`config.mk`:
```
export PLATFORM = sky130hd
export DESIGN_NAME = icache_ctrl
export DESIGN_NICKNAME = d
export VERILOG_FILES = /design/src/rtl/icache_ctrl_pkg.sv /design/src/rtl/icache_ctrl.sv
export SDC_FILE = /design/constraint.sdc
export NUM_CORES = 1
export LEC_CHECK = 0
export BUFFER_PORTS_ARGS = -buffer_cell sky130_fd_sc_hd__buf_2
export CORE_ASPECT_RATIO = 0.5
export CORE_MARGIN = 2
export CORE_UTILIZATION = 35
export DETAILED_ROUTE_END_ITERATION = 7
export GPL_ROUTABILITY_DRIVEN = 0
export PLACE_DENSITY = 0.64
export SYNTH_ARGS = -nofsm -noshare
export SYNTH_HDL_FRONTEND = slang
export SYNTH_SLANG_ARGS = --single-unit
```
`constraint.sdc`:
```
create_clock -name clk -period 1.9 [get_ports clk]
set_input_delay 0.57 -clock clk [delete_from_list [all_inputs] [get_ports clk]]
set_output_delay 0.57 -clock clk [all_outputs]
set_load 0.01 [all_outputs]
```
`src/rtl/icache_ctrl_pkg.sv`:
```
// Shared types for the IF-stage fetch sequencer: FSM encoding, debug view
// and the little-endian byte-to-word assembly helper.
package icache_ctrl_pkg;

    typedef enum logic [1:0] {
        IC_IDLE     = 2'd0,
        IC_WAIT_GNT = 2'd1,
        IC_FETCH    = 2'd2,
        IC_WRITE    = 2'd3
    } ic_state_t;

    typedef struct packed {
        ic_state_t  state;
        logic [2:0] cnt;
    } ic_dbg_t;

    localparam logic [2:0] CNT_LAST_ADDR = 3'd3;
    localparam logic [2:0] CNT_LAST      = 3'd4;

    function automatic logic [31:0] assemble(input logic [7:0] b3, input logic [7:0] b2,
                                             input logic [7:0] b1, input logic [7:0] b0);
        return {b3, b2, b1, b0};
    endfunction

endpackage

```
`src/rtl/icache_ctrl.sv`:
```
// Fetch sequencer between IF, the direct-mapped icache and the byte-wide memory
// port: hits ack next cycle, misses fill a word over four byte reads.
module icache_ctrl
    import icache_ctrl_pkg::*;
#(
    parameter int ADDR_W = 32,
    parameter int INST_W = 32
) (
    input  logic              clk,
    input  logic              rst_n,
    input  logic              rdy,
    input  logic              if_req_i,
    input  logic [ADDR_W-1:0] if_pc_i,
    output logic              if_ack_o,
    output logic [INST_W-1:0] if_inst_o,
    input  logic              flush_i,
    output logic [ADDR_W-1:0] ic_rpc_o,
    input  logic              ic_hit_i,
    input  logic [INST_W-1:0] ic_inst_i,
    output logic              ic_we_o,
    output logic [ADDR_W-1:0] ic_wpc_o,
    output logic [INST_W-1:0] ic_winst_o,
    output logic              mem_req_o,
    input  logic              mem_gnt_i,
    output logic [ADDR_W-1:0] mem_a_o,
    input  logic [7:0]        mem_din_i,
    output ic_dbg_t           dbg_o
);

    // Handshake: IF holds if_req_i/if_pc_i until the one-cycle if_ack_o pulse;
    // a request seen while if_ack_o is high belongs to the finished fetch and is ignored.
    ic_state_t         state_q, state_d;
    logic [2:0]        cnt_q, cnt_d;
    logic [ADDR_W-1:0] base_q, base_d;
    logic [7:0]        byte_q [4];
    logic [7:0]        byte_d [4];
    logic              if_ack_q, if_ack_d;
    logic [INST_W-1:0] if_inst_q, if_inst_d;
    logic              ic_we_q, ic_we_d;
    logic [ADDR_W-1:0] ic_wpc_q, ic_wpc_d;
    logic [INST_W-1:0] ic_winst_q, ic_winst_d;
    logic              mem_req_q, mem_req_d;
    logic [ADDR_W-1:0] mem_a_q, mem_a_d;
    logic [INST_W-1:0] word_full;

    // The last byte arrives in the same cycle the word is committed.
    assign word_full = INST_W'(assemble(mem_din_i, byte_q[2], byte_q[1], byte_q[0]));

    always_comb begin
        state_d    = state_q;
        cnt_d      = cnt_q;
        base_d     = base_q;
        byte_d     = byte_q;
        if_ack_d   = 1'b0;
        if_inst_d  = if_inst_q;
        ic_we_d    = 1'b0;
        ic_wpc_d   = ic_wpc_q;
        ic_winst_d = ic_winst_q;
        mem_req_d  = mem_req_q;
        mem_a_d    = mem_a_q;

        if (flush_i && state_q != IC_WRITE) begin
            state_d   = IC_IDLE;
            cnt_d     = 3'd0;
            mem_req_d = 1'b0;
            for (int i = 0; i < 4; i++) byte_d[i] = 8'h00;
        end else begin
            case (state_q)
                IC_IDLE: begin
                    if (if_req_i && !if_ack_q) begin
                        if (ic_hit_i) begin
                            if_ack_d  = 1'b1;
                            if_inst_d = ic_inst_i;
                        end else begin
                            base_d    = {if_pc_i[ADDR_W-1:2], 2'b00};
                            mem_req_d = 1'b1;
                            state_d   = IC_WAIT_GNT;
                        end
                    end
                end
                IC_WAIT_GNT: begin
                    if (mem_gnt_i) begin
                        state_d = IC_FETCH;
                        cnt_d   = 3'd0;
                        mem_a_d = base_q;
                    end
                end
                IC_FETCH: begin
                    if (cnt_q != 3'd0) byte_d[2'(cnt_q - 3'd1)] = mem_din_i;
                    if (cnt_q < CNT_LAST_ADDR) mem_a_d = base_q + ADDR_W'(cnt_q + 3'd1);
                    if (cnt_q == CNT_LAST) begin
                        state_d    = IC_WRITE;
                        cnt_d      = 3'd0;
                        mem_req_d  = 1'b0;
                        ic_we_d    = 1'b1;
                        ic_wpc_d   = base_q;
                        ic_winst_d = word_full;
                        if_ack_d   = 1'b1;
                        if_inst_d  = word_full;
                    end else begin
                        cnt_d = cnt_q + 3'd1;
                    end
                end
                IC_WRITE: begin
                    state_d = IC_IDLE;
                end
                default: state_d = IC_IDLE;
            endcase
        end
    end

    always_ff @(posedge clk or negedge rst_n) begin
        if (!rst_n) begin
            state_q    <= IC_IDLE;
            cnt_q      <= 3'd0;
            base_q     <= '0;
            for (int i = 0; i < 4; i++) byte_q[i] <= 8'h00;
            if_ack_q   <= 1'b0;
            if_inst_q  <= '0;
            ic_we_q    <= 1'b0;
            ic_wpc_q   <= '0;
            ic_winst_q <= '0;
            mem_req_q  <= 1'b0;
            mem_a_q    <= '0;
        end else if (rdy) begin
            state_q    <= state_d;
            cnt_q      <= cnt_d;
            base_q     <= base_d;
            for (int i = 0; i < 4; i++) byte_q[i] <= byte_d[i];
            if_ack_q   <= if_ack_d;
            if_inst_q  <= if_inst_d;
            ic_we_q    <= ic_we_d;
            ic_wpc_q   <= ic_wpc_d;
            ic_winst_q <= ic_winst_d;
            mem_req_q  <= mem_req_d;
            mem_a_q    <= mem_a_d;
        end
    end

    // A redirect arriving during WRITE still fills the icache but must not hand IF a stale word.
    assign if_ack_o   = if_ack_q & ~(flush_i & (state_q == IC_WRITE));
    assign if_inst_o  = if_inst_q;
    assign ic_rpc_o   = if_pc_i;
    assign ic_we_o    = ic_we_q;
    assign ic_wpc_o   = ic_wpc_q;
    assign ic_winst_o = ic_winst_q;
    assign mem_req_o  = mem_req_q;
    assign mem_a_o    = mem_a_q;
    assign dbg_o      = {state_q, cnt_q};

endmodule

```
==> reports/metrics.csv, run 1 <==
metric,value,unit
clk slew on worst S/H paths,0.07,ns
final worst slack,-0.000557,ns
status,finished with violations,
Max Fclk,526,MHz
Post-Layout Cell Count,1288,
post-route cell area,11400,µm²
final net count,1057,
DP HPWL,16300,µm
Power Density,1280,nW/µm²
"count leader, synth",dfrtp_1,
r2r endpoint,mem_a_o[31],
R2R Setup Slk,0.01,ns
DP Area,10200,µm²
met2 routed WL,11900,µm
initial antenna violation count,0,
Setup CP Type,reg2out,
Yosys warnings,0,
row cnt,39,
Die Wd,223,µm
setup TNS,-0.000557,ns
Leak,5.76,nW
Cell variety after synth,46,
pin count of the biggest net entering global routing,65,
Clock Tree Buf Depth,2,
layout cells sized above 1,0.492,
Synth Register Bits,188,
number of synthesized flops with an enable pin,0,
first-pass GRT wire length,36100,µm
post-synthesis sequential area ratio,0.561,
port bufs,240,
Routed met3 length,1030,µm
Hold WC Path Type,in2async,
Worst Path Max Fanout,4,
Synth Flop Type,dfrtp_1,
"Min Clock Period, post-route",1.90,ns
Cells after Synth,697,
detailed-route vias per instance,4.98,
mapped cell area,8390,µm²
Synth area leader,dfrtp_1,
max-cap violation count,0,
gr ovfl total,0,
Starting Density,0.362,
placed insts,1232,
"IR drop worst, VDD",0.798,mV
RSZ-0062 raised after global routing,yes,
CTS tree,done,
DR WL/cell,19.4,µm
Worst Path Arrival,1.33,ns
Clock Sinks,188,
failing checks,setup timing,
Post-Route WL,25000,µm
Die ar.,25300,µm²
dpl ws,-0.0968,ns
Top Metal Used,met4,
Post-synth ARST share,1.00,
Clock Tree Root,clkbuf_16,
Antenna diodes,0,
critical path capture point type,output port,
vias in the first global route,6381,
Clock Skew,0.00999,ns
Routed met1 length,11500,µm
final worst-path cycle share,1.00,
number of H-tree levels,4,
setup violators final,1,
Clock Latency Late Sink,0.45,ns
WP data required,1.33,ns
area delta synth->final,36.2,%
core box area,23200,µm²
Max Slew Vio Count,0,
Design Power,14.6,mW
synth cell count leaders,"dfrtp_1, mux2_2, nand2_1",
post-synth top area share,0.561,
Worst R2R Start,cnt_q[2],
vias post-DR,6417,
reg2reg path depth,7,
CTS Buf Count,17,
Final ANT Viol Nets,0,
Mapped Avg Cell Area,12.0,µm²
chip height,113,µm
io pins,247,
worst slew pin tran,0.601,ns
CP Launch Type,flop,
GR Util All Layers,0.188,
DRC viols,0,
largest cells by area after synthesis,"dfrtp_1, mux2_2, mux2i_1, buf_4, nand2_1",
max_slew headroom,0.598,
Final Hold Viols,0,
initial detailed-routing violation count,301,
drt pass-1 iters,5,
## placed cells by master, fill, tap and decap left out, drive strengths merged, types with 13 or more instances in the layout
master	n
dfrtp	188
inv	13
nand2	60
o21ai	38
clkbuf	26
mux2	92
nor2	40
mux2i	33
a22o	24
a21oi	34
nand3	14
xnor2	19
buf	309
## flip-flops by register name (all words and copies together), names as in the netlist
| name | count |
|---|---|
| ic_winst_o | 32 |
| ic_we_o | 1 |
| ic_wpc_o | 30 |
| byte_q | 24 |
| mem_a_o | 32 |
| base_q | 30 |
| state_q | 2 |
| if_inst_o | 32 |
| if_ack_q | 1 |
| cnt_q | 3 |
| mem_req_o | 1 |
## per-stage QoR
step / util / hold WS, ns
3_5_place_dp: 0.438 / 0.465
5_1_grt: 0.493 / 0.0752
4_1_cts: 0.478 / 0.0556
2_1_floorplan: - / 0.274
6_report: 0.493 / 0.0596
3_3_place_gp: 0.438 / 0.457
## cell families (layout without fill, tap and decap cells)
kind of cell,after synthesis,in the layout,synth area share
XOR/XNOR,30,30,0.0313
AO/OA/AOI/OAI,111,111,0.0835
adder cells (fa/ha/maj),9,9,0.0134
multiplexers,125,125,0.163
flip-flops,188,188,0.561
other,1,2,0.000447
buffers and inverters,75,358,0.0513
AND/OR/NAND/NOR,158,158,0.0963
## final cells by class
class | count | area, µm²
clock buffer | 19 | 443
clock inverter | 12 | 186
fill | 2056 | 11800
inverter | 11 | 41.3
multi-input combinational | 435 | 3500
sequential | 188 | 4710
tap | 307 | 384
timing repair buffer | 316 | 2160
## layer usage
metal  track usage  vias to the layer above
met4        0.0743                        0
li1              -                     2980
met5             0                        -
met1         0.248                     3247
met3        0.0389                       36
met2         0.308                      154
## timing repair
action / in CTS / in global routing
endpoints found under the setup margin: 113 / 129
hold buffers: 0 / 0
pin swaps: 9 / 19
gates resized for setup: 29 / 26
gates cloned: 4 / 9
setup buffers: 8 / 4
## worst max path at each step
stage | end | cells past startpoint | start | slack, ns
floorplan | mem_a_o[29] | 7 | cnt_q[2] | -0.05
global placement | mem_a_o[23] | 8 | state_q[0] | -0.08
detailed placement | mem_a_o[25] | 8 | state_q[0] | -0.1
CTS | if_ack_o | 3 | state_q[1] | -0.03
global route | byte_q[20] | 6 | state_q[1] | -0.09
finish | if_ack_o | 3 | state_q[1] | -0.0006
## worst max-delay path: stages (launching register included)
cell,delay [ns]
dfrtp_2,0.44
ha_4,0.17
a21boi_1,0.12
buf_2,0.15
## report_power, final
group | switching, mW | total [mW] | internal, mW
registers | 0.850 | 5.88 | 5.03
logic | 2.53 | 4.84 | 2.31
clock network | 1.64 | 3.89 | 2.25
total | 5.03 | 14.6 | 9.58
No activity file was read; power rests on OpenSTA's default activity.
==> inputs of run 2 (changes only) <==
Settings changed: PLACE_DENSITY 0.64 to unset, RECOVER_POWER set to 25, REMOVE_ABC_BUFFERS set to 1.
==> run 2 against run 1 <==
Net effect:
- routed wire length is 5.0% lower
- worst setup slack worse by 0.11 ns
- largest cell class unchanged
- the run still ends with setup timing left
- critical path depth is 4 higher
- die area stayed put
- maximum frequency is 5.4% lower
- sequential power hardly changed
- clock power is 11% lower
- design area is 1.3% higher
- largest power group unchanged
==> reports/metrics.csv, run 2 (same netlist as run 1, synthesis figures left out) <==
metric,value,unit,change
initial antenna violation count,0,,unchanged
GR Util All Layers,0.176,,-0.0126
Hold WC Path Type,in2reg,,
Die Wd,223,µm,unchanged
"Core Util, Final",0.499,,+0.00621
placed insts,1230,,-0.16%
Top Metal Used,met4,,
DR WL/cell,18.4,µm,-5.0%
Worst Path Max Fanout,8,,+4
final worst slack,-0.109,ns,-0.109 ns
gr ovfl total,0,,unchanged
number of H-tree levels,4,,unchanged
final net count,1056,,-0.095%
Antenna diodes,0,,unchanged
vias post-DR,6305,,-1.7%
final worst-path cycle share,1.06,,+0.0571
setup TNS,-5.16,ns,-5.15 ns
Max Fclk,498,MHz,-5.4%
Post-Layout Cell Count,1288,,unchanged
area delta synth->final,37.9,%,
setup violators final,73,,+72
DRC viols,0,,unchanged
met2 routed WL,11700,µm,-1.7%
WP data required,2.24,ns,+0.91 ns
Clock Tree Buf Depth,2,,unchanged
row cnt,39,,unchanged
pin count of the biggest net entering global routing,65,,unchanged
Clock Tree Root,clkbuf_16,,
Final Hold Viols,0,,unchanged
RSZ-0062 raised after global routing,yes,,
CTS Buf Count,17,,unchanged
most frequent cells in the layout,"buf_2, dfrtp_1, nand2_1, mux2_4, mux2_2",,
Routed met1 length,11000,µm,-4.5%
worst slew pin tran,1.11,ns,+0.504 ns
Setup CP Type,reg2reg,,
core box area,23200,µm²,unchanged
max-cap violation count,0,,unchanged
max_slew headroom,0.262,,-0.336
Clock Sinks,188,,unchanged
Post-Route WL,23700,µm,-5.0%
first-pass GRT wire length,34200,µm,-5.3%
initial detailed-routing violation count,339,,+13%
Final ANT Viol Nets,0,,unchanged
Starting Density,0.362,,unchanged
Routed met3 length,779,µm,-25%
clk slew on worst S/H paths,0.08,ns,about the same
dpl ws,-0.188,ns,-0.0915 ns
Power Density,1200,nW/µm²,-5.9%
port bufs,240,,unchanged
"Min Clock Period, post-route",2.01,ns,+0.109 ns
Design Power,13.9,mW,-4.7%
Clock Latency Late Sink,0.46,ns,about the same
Die ar.,25300,µm²,unchanged
Max Slew Vio Count,0,,unchanged
Leak,5.92,nW,+2.8%
detailed-route vias per instance,4.90,,-1.7%
vias in the first global route,6253,,-2.0%
DP HPWL,15700,µm,-4.0%
"most common cell after layout, fill and taps aside",buf_2,,
status,finished with violations,,
Worst Path Arrival,2.35,ns,+1.02 ns
Clock Skew,0.0124,ns,+0.00243 ns
CTS tree,done,,
failing checks,setup timing,,
io pins,247,,unchanged
CP Launch Type,flop,,
critical path capture point type,flop,,
"IR drop worst, VDD",0.637,mV,-20%
drt pass-1 iters,5,,unchanged
chip height,113,µm,unchanged
layout cells sized above 1,0.485,,-0.00714
R2R Setup Slk,-0.11,ns,-0.12 ns
-- run 2: layout make-up --
| cell class | count | area [µm²] |
|---|---|---|
| fillers | 2067 | 11600 |
| well taps | 307 | 384 |
| flip-flops and latches | 188 | 4710 |
| repair buffers | 315 | 2230 |
| inverters | 11 | 41.3 |
| multi-input cells | 435 | 3660 |
| clock buffers | 17 | 425 |
| clock inverters | 15 | 129 |
-- run 2: layer usage --
metal,vias up,global-route usage
met5,-,0
met4,0,0.0479
met3,20,0.0425
met2,128,0.305
met1,3181,0.221
li1,2976,-
-- run 2: through the flow --
step           hold WS, ns  instance area [µm²]
6_report             0.358                11600
5_1_grt              0.346                11600
4_1_cts              0.338                10900
3_5_place_dp         0.455                10100
3_3_place_gp         0.454                10100
2_1_floorplan        0.274                 8000
-- run 2: critical path, stage by stage, from the launching register on --
cell and delay, ns:
dfrtp_1 0.42, ha_4 0.31, a31oi_4 0.10, or3b_1 0.40, buf_6 0.16, and4bb_2 0.32
xnor2_2 0.11, a21oi_1 0.08
-- run 2: final timing paths --
path | from | to | depth (start not counted)
max in group asynchronous | rst_n | mem_a_o[22] | 3
max reg2reg | cnt_q[2] | mem_a_o[27] | 7
max | cnt_q[2] | mem_a_o[27] | 7
min | if_pc_i[23] | base_q[23] | 2
min reg2reg | if_inst_o[9] | if_inst_o[9] | 2
min in group asynchronous | rst_n | ic_winst_o[28] | 2
-- run 2: where the power goes --
part           switching [mW]  internal [mW]  total (mW)  leakage [nW]
registers               0.859           5.02        5.88          2.44
clock network            1.74           1.72        3.47         0.271
logic                    2.38           2.20        4.58          3.20
-- run 2: timing repair --
item	4_1_cts	5_1_grt
setup buffers	7	5
resized for setup	24	82
hold buffers	1	0
cloned	2	11
endpoints found under the hold margin	18	0
setup endpoints to repair	83	151
pin swaps	10	16
==> inputs of run 3 (changes only) <==
Clock period 1.9 ns to 2 ns, I/O delays scaled along.
==> run 3 against run 2 <==
Net effect:
- the run now ends clean
- largest cell class unchanged
- critical endpoint unchanged
- routed wire length shrank 7.0%
- first-iteration DRC count shrank 32%
- critical path type unchanged
- critical path depth fell by 1
- sequential cell count unchanged
- die area is the same
- worst hold slack got worse by 0.040 ns
- cell count is 1.9% lower
- power down 7.3%
- worst setup slack improved by 0.12 ns
==> reports/metrics.csv, run 3 (same netlist as run 1, synthesis figures left out) <==
metric,value,unit,change
drt pass-1 iters,4,,-1
clk slew on worst S/H paths,0.08,ns,about the same
DRC viols,0,,unchanged
critical path capture point type,flop,,
port bufs,240,,unchanged
first-pass GRT wire length,33500,µm,-2.2%
gr ovfl total,0,,unchanged
post-route cell area,10900,µm²,-5.8%
"Min Clock Period, post-route",1.99,ns,-0.0241 ns
Worst R2R Start,cnt_q[2],,
RSZ-0062 raised after global routing,yes,,
Post-Route WL,22100,µm,-7.0%
DP Area,10000,µm²,-1.1%
Clk network pwr share,0.262,,+0.013
detailed-route vias per instance,4.85,,-0.96%
vias post-DR,6123,,-2.9%
Starting Density,0.362,,unchanged
Power Density,1190,nW/µm²,-1.5%
most frequent cells in the layout,"buf_2, dfrtp_1, mux2_2, nand2_1, nor2_1",,
initial antenna violation count,0,,unchanged
Max Fclk,504,MHz,+1.2%
Clock Sinks,188,,unchanged
WP data required,2.33,ns,+0.09 ns
Clock Latency Late Sink,0.45,ns,about the same
CTS Buf Count,17,,unchanged
max_slew headroom,0.325,,+0.0632
Die ar.,25300,µm²,unchanged
Int Power,8.36,mW,-6.5%
layout cells sized above 1,0.471,,-0.0145
Combinational Power Share,0.304,,-0.025
final hold slack,0.318,ns,-0.0403 ns
chip height,113,µm,unchanged
Antenna diodes,0,,unchanged
initial detailed-routing violation count,231,,-32%
DR WL/cell,17.5,µm,-5.1%
Clock Tree Buf Depth,2,,unchanged
Worst Path Arrival,2.32,ns,-0.03 ns
Clock Skew,0.0133,ns,+0.000870 ns
status,"finished, final reports clean",,
number of H-tree levels,4,,unchanged
max-cap violation count,0,,unchanged
net load switching power,4.55,mW,-8.6%
CP Launch Type,flop,,
Design Power,12.9,mW,-7.3%
Setup CP Type,reg2reg,,
DP HPWL,14900,µm,-5.1%
pin count of the biggest net entering global routing,65,,unchanged
GR Util All Layers,0.171,,-0.00478
Max Slew Vio Count,0,,unchanged
r2r endpoint,mem_a_o[27],,
Die Wd,223,µm,unchanged
Sw Share,0.352,,-0.00537
io pins,247,,unchanged
row cnt,39,,unchanged
core box area,23200,µm²,unchanged
reg2reg path depth,6,,-1
final worst-path cycle share,0.993,,-0.0649
Final ANT Viol Nets,0,,unchanged
setup violators final,0,,-100%
Flop pwr share,0.435,,+0.013
Hold WC Path Type,in2async,,
final net count,1031,,-2.4%
CTS tree,done,,
worst slew pin tran,1.01,ns,-0.0930 ns
Final Hold Viols,0,,unchanged
Worst Path Max Fanout,8,,unchanged
"IR drop worst, VDD",0.627,mV,-1.5%
Clock Tree Root,clkbuf_16,,
area delta synth->final,29.9,%,
R2R Setup Slk,0.01,ns,+0.12 ns
Leak,5.47,nW,-7.5%
"most common cell after layout, fill and taps aside",buf_2,,
vias in the first global route,6187,,-1.1%
==> run 3: cell types whose count changed in the layout (fill, tap and decap cells not counted), moves of 6 or more <==
cell	change
buf_12	-9
buf_4	-7
buf_6	-6
clkbuf_16	-7
mux2_2	+50
mux2_4	-50
==> run 3: how the worst max path moves through the flow <==
stage                    start             to  slack [ns]  cells after the start
CTS                 state_q[1]       if_ack_o       0.005                      3
global placement      cnt_q[2]    mem_a_o[30]       -0.06                      8
finish                cnt_q[2]    mem_a_o[27]        0.01                      6
detailed placement    cnt_q[2]    mem_a_o[28]       -0.12                      8
floorplan           state_q[0]  ic_winst_o[0]       -3.26                      4
global route          cnt_q[2]    mem_a_o[27]       -0.06                      6
==> run 3: what timing repair did <==
action,CTS,global route
hold buffers,0,0
cloned,0,4
buffers inserted,1,5
endpoints found under the setup margin,35,138
resized for setup,14,32
pin swaps,4,16
==> run 3: power groups by stage <==
| stage | Combinational (mW) | Sequential [mW] | Clock, mW |
|---|---|---|---|
| CTS | 3.87 | 5.61 | 3.49 |
| detailed placement | 3.81 | 5.67 | 0 |
| global route | 4.35 | 5.77 | 3.62 |
| global placement | 3.75 | 5.62 | 0 |
| floorplan | 1.88 | 5.83 | 0 |
| finish | 3.92 | 5.61 | 3.38 |
==> run 3: cell type report <==
class | count | area (µm²)
Multi-Input combinational cell | 435 | 3440
Timing Repair Buffer | 290 | 1740
Fill cell | 2132 | 12300
Tap cell | 307 | 384
Inverter | 11 | 41.3
Clock inverter | 15 | 158
Clock buffer | 17 | 425
Sequential cell | 188 | 4710
==> run 3: worst max-delay path, cell delays in order (launching register included) <==
cell and delay, ns:
dfrtp_1 0.42, ha_4 0.31, a31oi_4 0.09, or3b_4 0.51
and4bb_2 0.36, xnor2_2 0.12, a21oi_2 0.06
==> run 3: through the flow <==
step | setup TNS (ns) | setup WS, ns | instances | utilization
floorplan | -385.05 | -3.26 | 634 | -
finish | 0 | 0.0150 | 1263 | 0.470
global placement | -0.269 | -0.0564 | 1222 | 0.432
global route | -0.206 | -0.0617 | 1263 | 0.470
detailed placement | -0.604 | -0.121 | 1222 | 0.432
CTS | 0 | 0.00530 | 1255 | 0.461
==> run 3: layer usage <==
layer,track usage,share of wire,vias to the layer above
li1,-,-,2911
met1,0.216,0.46,3082
met2,0.291,0.49,109
met3,0.0443,0.035,21
met4,0.0501,0.012,0
met5,0,0,-
